--- config.mk ---
export PLATFORM = sky130hd
export DESIGN_NAME = clk_divider_multi
export DESIGN_NICKNAME = d
export VERILOG_FILES = /design/src/rtl/clk_divider_multi.sv
export SDC_FILE = /design/constraint.sdc
export NUM_CORES = 1
export LEC_CHECK = 0
export ABC_AREA = 1
export CAP_MARGIN = 10
export CORE_MARGIN = 2
export CORE_UTILIZATION = 50
export CTS_CLUSTER_SIZE = 28
export DETAILED_ROUTE_END_ITERATION = 12
export HOLD_SLACK_MARGIN = 0.06
export PLACE_DENSITY = 0.7
export SLEW_MARGIN = 0
export SYNTH_ARGS = -nofsm -noshare
export SYNTH_HDL_FRONTEND = slang
export SYNTH_SLANG_ARGS = --single-unit
--- constraint.sdc ---
create_clock -name i_CLK -period 2.6 [get_ports i_CLK]
set_input_delay 0.26 -clock i_CLK [delete_from_list [all_inputs] [get_ports i_CLK]]
set_output_delay 0.26 -clock i_CLK [all_outputs]
set_load 0.05 [all_outputs]
--- src/rtl/clk_divider_multi.sv ---
// Multi-channel programmable clock divider with shadowed ratio registers.
// Optional phase-align strobe i_SYNC is built only when CLKDIV_SYNC_EN is defined.
module clk_divider_multi #(
   parameter  int CHANNELS    = 4,
   parameter  int WIDTH       = 8,
   parameter  int RESET_RATIO = 4,
   localparam int AW          = (CHANNELS > 1) ? $clog2(CHANNELS) : 1
) (
   input  logic                i_CLK,
   input  logic                i_RST_N,
   input  logic [CHANNELS-1:0] i_EN,
   input  logic                i_WE,
   input  logic [AW-1:0]       i_ADDR,
   input  logic [WIDTH-1:0]    i_RATIO,
`ifdef CLKDIV_SYNC_EN
   input  logic                i_SYNC,
`endif
   output logic [CHANNELS-1:0] o_CLK,
   output logic [CHANNELS-1:0] o_TICK,
   output logic [CHANNELS-1:0] o_PENDING
);

   localparam int               RST_EFF     = (RESET_RATIO < 2) ? 2 : RESET_RATIO;
   localparam logic [WIDTH-1:0] RST_RATIO_L = WIDTH'(RESET_RATIO);
   localparam logic [WIDTH-1:0] RST_CNT_L   = WIDTH'(RST_EFF - 1);
   localparam logic [WIDTH-1:0] ONE_L       = WIDTH'(1);
   localparam logic [WIDTH-1:0] TWO_L       = WIDTH'(2);
   localparam logic [WIDTH-1:0] ZERO_L      = {WIDTH{1'b0}};

   for (genvar k = 0; k < CHANNELS; k++) begin : g_ch
      // Out-of-range addresses match no channel, so they are dropped here.
      localparam logic [AW-1:0] K_L = AW'(k);

      logic [WIDTH-1:0] active_r, shadow_r, cnt_r;
      logic             pending_r, clk_r, tick_r;
      logic [WIDTH-1:0] active_s, shadow_s, cnt_s, cnt_inc_s, r_eff_s, h_s;
      logic             pending_s, clk_s, tick_s, wrap_s, restart_s, wr_hit_s;

      // Next-state: count, wrap/restart with shadow apply, then register write.
      always_comb begin
         r_eff_s   = (active_r < TWO_L) ? TWO_L : active_r;
         h_s       = {1'b0, r_eff_s[WIDTH-1:1]} + {{(WIDTH-1){1'b0}}, r_eff_s[0]};
         wrap_s    = (cnt_r == (r_eff_s - ONE_L));
         cnt_inc_s = cnt_r + ONE_L;
         wr_hit_s  = i_WE && (i_ADDR == K_L);
`ifdef CLKDIV_SYNC_EN
         restart_s = wrap_s || i_SYNC;
`else
         restart_s = wrap_s;
`endif
         active_s  = active_r;
         shadow_s  = shadow_r;
         pending_s = pending_r;
         cnt_s     = cnt_r;
         clk_s     = clk_r;
         tick_s    = 1'b0;
         if (i_EN[k]) begin
            if (restart_s) begin
               cnt_s  = ZERO_L;
               clk_s  = 1'b1;
               tick_s = 1'b1;
               if (pending_r) begin
                  active_s  = shadow_r;
                  pending_s = 1'b0;
               end else begin
                  active_s  = active_r;
               end
            end else begin
               cnt_s  = cnt_inc_s;
               clk_s  = (cnt_inc_s < h_s);
               tick_s = 1'b0;
            end
         end else begin
            cnt_s  = cnt_r;
            clk_s  = clk_r;
            tick_s = 1'b0;
         end
         // A write in the apply cycle lands after the old shadow was consumed.
         if (wr_hit_s) begin
            shadow_s  = i_RATIO;
            pending_s = 1'b1;
         end else begin
            shadow_s  = shadow_r;
         end
      end

      // Channel state and registered outputs.
      always_ff @(posedge i_CLK or negedge i_RST_N) begin
         if (!i_RST_N) begin
            active_r  <= RST_RATIO_L;
            shadow_r  <= RST_RATIO_L;
            pending_r <= 1'b0;
            cnt_r     <= RST_CNT_L;
            clk_r     <= 1'b0;
            tick_r    <= 1'b0;
         end else begin
            active_r  <= active_s;
            shadow_r  <= shadow_s;
            pending_r <= pending_s;
            cnt_r     <= cnt_s;
            clk_r     <= clk_s;
            tick_r    <= tick_s;
         end
      end

      assign o_CLK[k]     = clk_r;
      assign o_TICK[k]    = tick_r;
      assign o_PENDING[k] = pending_r;
   end

endmodule

; Word level (Yosys, flattened, before mapping)
; Cells that the tools add are included.
[op_classes]
n_reduce_logical = 21
magnitude_cmp = 8
mux = 32
n_eq_ne = 7
n_addsub = 12
[ops]
columns = cell, n
row1 = $mux 8, 8
row2 = $add 7x1->8, 4
row3 = $add 8x1->8 const B, 4
row4 = $eq 8x8->1, 4
row5 = $lt 8x2->1 const B, 4
row6 = $lt 8x8->1, 4
row7 = $sub 8x1->8 const B, 4
row8 = $mux 1, 24
row9 = $reduce_bool 2->1, 8
row10 = $reduce_and 3->1, 4
row11 = $reduce_and 2->1, 4
row12 = $eq 2x2->1 const B, 2
row13 = $logic_and 1x1->1, 4
row14 = $eq 2x1->1 const B, 1
row15 = $logic_not 2->1, 1
[word_totals]
register_bits = 108
inputBits = 17

; Longest topological paths before layout
; Gate-level depths: netlist of the first run.
[logic_depth]
word_depth = 7
depth_mapped = 21
depth_no_buf = 19

; Least setup slack after synthesis of the first run
; No wires, ideal clock.
[synth_timing]
path_kind = reg2reg
start = register g_ch[1].active_r[2]
end = register g_ch[1].clk_r
slack_ns = 0.129
path_buffers = 0
setup_ns = 0.129
arrival_ns = 2.342
stages_incl_launch_ff = 19
period_less_slack_ns = 2.471
cell_sequence = dfstp_2 > inv_1 > nand2_1 > nor2_2 > nand2_4 > inv_1 > nor2_1 > inv_1 > ha_1 > ha_1 > xnor2_1 > ha_1 > nand2_1 > o21ai_0 > a21oi_1 > nor2_1 > nor2_1 > o21ai_0 > nand3_1
[synth_between]
elab_chain_len = 5
[synth_rtl]
columns = element, line
row1 = from (decl), 34  ; logic [WIDTH-1:0] active_r, shadow_r, cnt_r;
row2 = from (signal assigned), 97  ; active_r <= active_s;
row3 = $lt 8x2->1, 41  ; r_eff_s = (active_r < TWO_L) ? TWO_L : active_r;
row4 = $mux 8 *, 41
row5 = $add 7x1->8 / $sub 8x1->8 (equally long branches), "42, 43"
row6 = $lt 8x8->1 / $eq 8x8->1 (equally long branches), "70, 43"
row7 = $mux 1 *, 58  ; if (restart_s) begin
row8 = to (signal assigned), 101  ; clk_r <= clk_s;
row9 = to (decl), 35  ; logic pending_r, clk_r, tick_r;
; Every way passes the cells marked *; elsewhere a longest branch is shown, timed or not.
; A chain may end at the register's enable or synchronous reset.

; Worst setup path after layout of the first run
[layout_timing]
start = register g_ch[0].active_r[2]
end = register g_ch[0].clk_r
[layout_between]
elab_chain_len = 5
[layout_rtl]
columns = element, line
row1 = from (decl), 34
row2 = from (signal assigned), 97
row3 = $lt 8x2->1, 41
row4 = $mux 8 *, 41
row5 = $add 7x1->8 / $sub 8x1->8 (equally long branches), "42, 43"
row6 = $lt 8x8->1 / $eq 8x8->1 (equally long branches), "70, 43"
row7 = $mux 1 *, 58
row8 = to (signal assigned), 101
row9 = to (decl), 35
; Marks and branches as above.

==> metrics.md, run 1 <==
| Metric | Value |
|---|---|
| Critical Path End Type | `flip-flop` |
| # diodes | `0` |
| DR iter-0 viols | `266` |
| Routed WL per cell | `13.42 um` |
| IO Count | `29` |
| First-pass GRT wire length | `27,520 um` |
| CP Class | `reg2reg` |
| Synthesized net count | `1,029` |
| Site Rows | `45` |
| Largest net degree at the start of global routing | `51` |
| Post-Place Worst Slack | `0.03327 ns` |
| Yosys top cell by area | `dfrtp_1` |
| Nets@finish | `1,080` |
| GP Congestion | `0.9158` |
| Cells after synthesis | `968` |
| Max transition margin | `55.25%` |
| Crit share post-route | `95.95%` |
| Outcome | `completed` |
| Die Width | `128.2 um` |
| Clock sink count | `108` |
| Vias | `6,226` |
| Setup slack after layout | `0.1052 ns` |
| Synth-to-Final Area Change | `14.49%` |
| Worst EP required | `2.84 ns` |
| Pins Over Slew Limit | `0` |
| IO buf count | `28` |
| Vias in the first global route | `5,856` |
| Die Ht | `128.2 um` |
| RSZ-0062 raised after global routing | `true` |
| Startpoint types | `flip-flop` |
| Worst Path Max Fanout | `4` |
| Post-DP HPWL | `11,990 um` |
| EDFF count, synth | `0` |
| All-Layer GR Usage | `20.50%` |
| Fin crit period | `2.495 ns` |
| Final Hold Violating Endpoints | `0` |
| DR vias/cell | `5.137` |
| Total gr overflow | `0` |
| Detailed Routing Iterations Pass 1 | `5` |
| H-tree depth | `3` |
| Final Util | `58.28%` |
| Synth unique cells | `42` |
| Average cell area after synthesis | `7.965 um2` |
| Final setup viols | `0` |
| # fillers | `1,333` |
| Post-route DRC | `0` |
| Post-route ant nets | `0` |
| Layout cells sized above 1 | `23.34%` |
| R2r setup slk | `0.11 ns` |
| Top FF cell, synth | `dfrtp_1` |
| Placeable Area | `15,150 um2` |
| Yosys warns | `0` |
| Setup TNS | `0 ns` |
| Synth Register Bits | `108` |
| Total routed wirelength | `16,270 um` |
| WHS | `0.4756 ns` |
| Worst Tran Pin Value | `0.6712 ns` |
| Synth Cell Area | `7710 um2` |
| Initial antenna violation count | `0` |
| P_leak | `4.354 nW` |
| Total CTS buffers | `9` |
| Worst Path Arrival | `2.73 ns` |
| Register area share after synthesis | `35.31%` |
| DIE AREA | `16,430 um2` |
| Pwr Density | `1133 nW/um2` |
| Starting Density | `50.90%` |
| Root Buffer | `clkbuf_16` |
| Peak supply drop | `0.8426 mV` |
| Hold/Removal Path Class | `in2async` |
| Fmax | `400.8 MHz` |
| Synth top area cells | `dfrtp_1 30%, nand2_1 13%, ha_1 7.1%, dfstp_2 5.5%, xor2_1 4.9%` |
| Worst-path clk slew | `0.08 ns` |
| Max-cap violation count | `0` |
| Yosys top cell area share | `29.86%` |
| Post-synth ARST share | `100.0%` |
| Later-pin clock latency in the skew report | `0.35 ns` |
| CTS tree | `yes` |
| CTS max path bufs | `2` |
| Skew final | `0.01099 ns` |
final timing paths:
path                                                 start                              end  cells after the start
max                        g_ch[0].active_r[2]$_DFFE_PN1P_        g_ch[0].clk_r$_DFFE_PN0P_                     14
min                                                i_RST_N     g_ch[3].cnt_r[3]$_DFFE_PN0P_                      2
max reg2reg                g_ch[0].active_r[2]$_DFFE_PN1P_        g_ch[0].clk_r$_DFFE_PN0P_                     14
min reg2reg                g_ch[0].active_r[1]$_DFFE_PN0P_  g_ch[0].active_r[1]$_DFFE_PN0P_                      2
max in group asynchronous                          i_RST_N  g_ch[0].active_r[2]$_DFFE_PN1P_                      3
min in group i_CLK         g_ch[0].active_r[1]$_DFFE_PN0P_  g_ch[0].active_r[1]$_DFFE_PN0P_                      2
cells by family after synthesis:
logic type,after synthesis,synth area share [%]
xor gates and xnor gates,58,6.589
and+or+nand+nor,533,35.52
AOI/OAI and AO/OA,74,5.518
adders and majority gates,44,7.141
DFF,108,35.31
buffers and inverters,151,9.916
critical path, cell delays in order (launching register included):
cell      delay, ns
dfstp_2        0.56
nor2_2         0.05
nand2_1        0.10
nor2_4         0.05
nor2_2         0.11
ha_2           0.20
ha_1           0.19
nand3_1        0.15
nor3b_2        0.24
xnor2_1        0.10
ha_1           0.28
a21boi_0       0.17
o21ai_1        0.08
nand2_1        0.05
nand3_1        0.06
flip-flops by register name (all words and copies together), names as in the netlist:
register,count
g_ch.active_r,32
g_ch.pending_r,4
g_ch.cnt_r,32
g_ch.tick_r,4
g_ch.clk_r,4
g_ch.shadow_r,32
timing repair:
action                                  4_1_cts  5_1_grt
endpoints found under the setup margin        0       72
resized for setup                             0       67
hold buffers                                  1        0
setup buffers                                 0       16
endpoints found under the hold margin        37        0
metrics by stage:
step           total power [mW]  instance area [um2]  cells
2_1_floorplan             6.931                 7710    968
4_1_cts                   9.308                 8479   1196
5_1_grt                   10.89                 8827   1212
6_report                  9.999                 8827   1212
3_3_place_gp              7.739                 8169   1179
3_5_place_dp              7.844                 8169   1179
power breakdown:
group	internal (mW)	leakage, nW	switching [mW]
clock network	0.779	0.150	0.639
registers	2.15	1.35	0.419
logic	2.43	2.85	3.58
total	5.36	4.35	4.64
cell usage after synthesis (9+ instances only):
| master | count |
|---|---|
| dfstp_2 | 16 |
| nor2_2 | 12 |
| a21oi_1 | 13 |
| o21ai_0 | 46 |
| dfrtp_1 | 92 |
| nand2_1 | 261 |
| buf_4 | 16 |
| xor2_1 | 43 |
| inv_1 | 92 |
| nor2_1 | 66 |
| nand3_1 | 54 |
| ha_1 | 44 |
| nand3_2 | 30 |
| xnor2_1 | 15 |
| nand2_2 | 26 |
| nand4_1 | 47 |
| clkbuf_1 | 9 |
| nor2_4 | 9 |
| buf_6 | 11 |
layout make-up:
type                    count  area (um2)  area share, %
well taps                 188       235.2          2.665
repair buffers             85       728.2          8.249
clock buffers              11       242.7          2.750
flip-flops and latches    108        2729          30.91
clock inverters             5       57.56         0.6520
inverters                 106       397.9          4.507
multi-input cells         709        4437          50.26
metal layers:
| metal | part of all wire [%] | track usage, % | wire length (um) | vias up |
|---|---|---|---|---|
| li1 | - | - | - | 3206 |
| met1 | 48 | 28.27 | 7738 | 2907 |
| met2 | 48 | 33.75 | 7802 | 90 |
| met3 | 2.8 | 2.546 | 450 | 23 |
| met4 | 1.7 | 6.593 | 274 | 0 |
| met5 | 0 | 0 | 0 | - |
cell usage in the layout (no fill, tap or decap), types with 14 or more instances in the layout:
master and n:
nand2_1 259, inv_1 87, dfrtp_1 87, nor2_1 58
buf_4 55, nand3_1 53, nand4_1 47, xor2_1 40
o21ai_0 37, ha_1 33, nand3_2 29, nand2_2 28
clkdlybuf4s50_1 27, dfstp_2 16, nor2_4 15, xnor2_1 14
nor2_2 14
(Power assumes the default switching activity.)
==> inputs of run 2 (changes only) <==
--- a/config.mk
+++ b/config.mk
@@ -6,7 +6,6 @@
 export NUM_CORES = 1
 export LEC_CHECK = 0
 export ABC_AREA = 1
-export CAP_MARGIN = 10
 export CORE_MARGIN = 2
 export CORE_UTILIZATION = 50
 export CTS_CLUSTER_SIZE = 28
==> results of run 2 <==
Same layout as run 1: the final DEF is identical, and so are final timing and power.
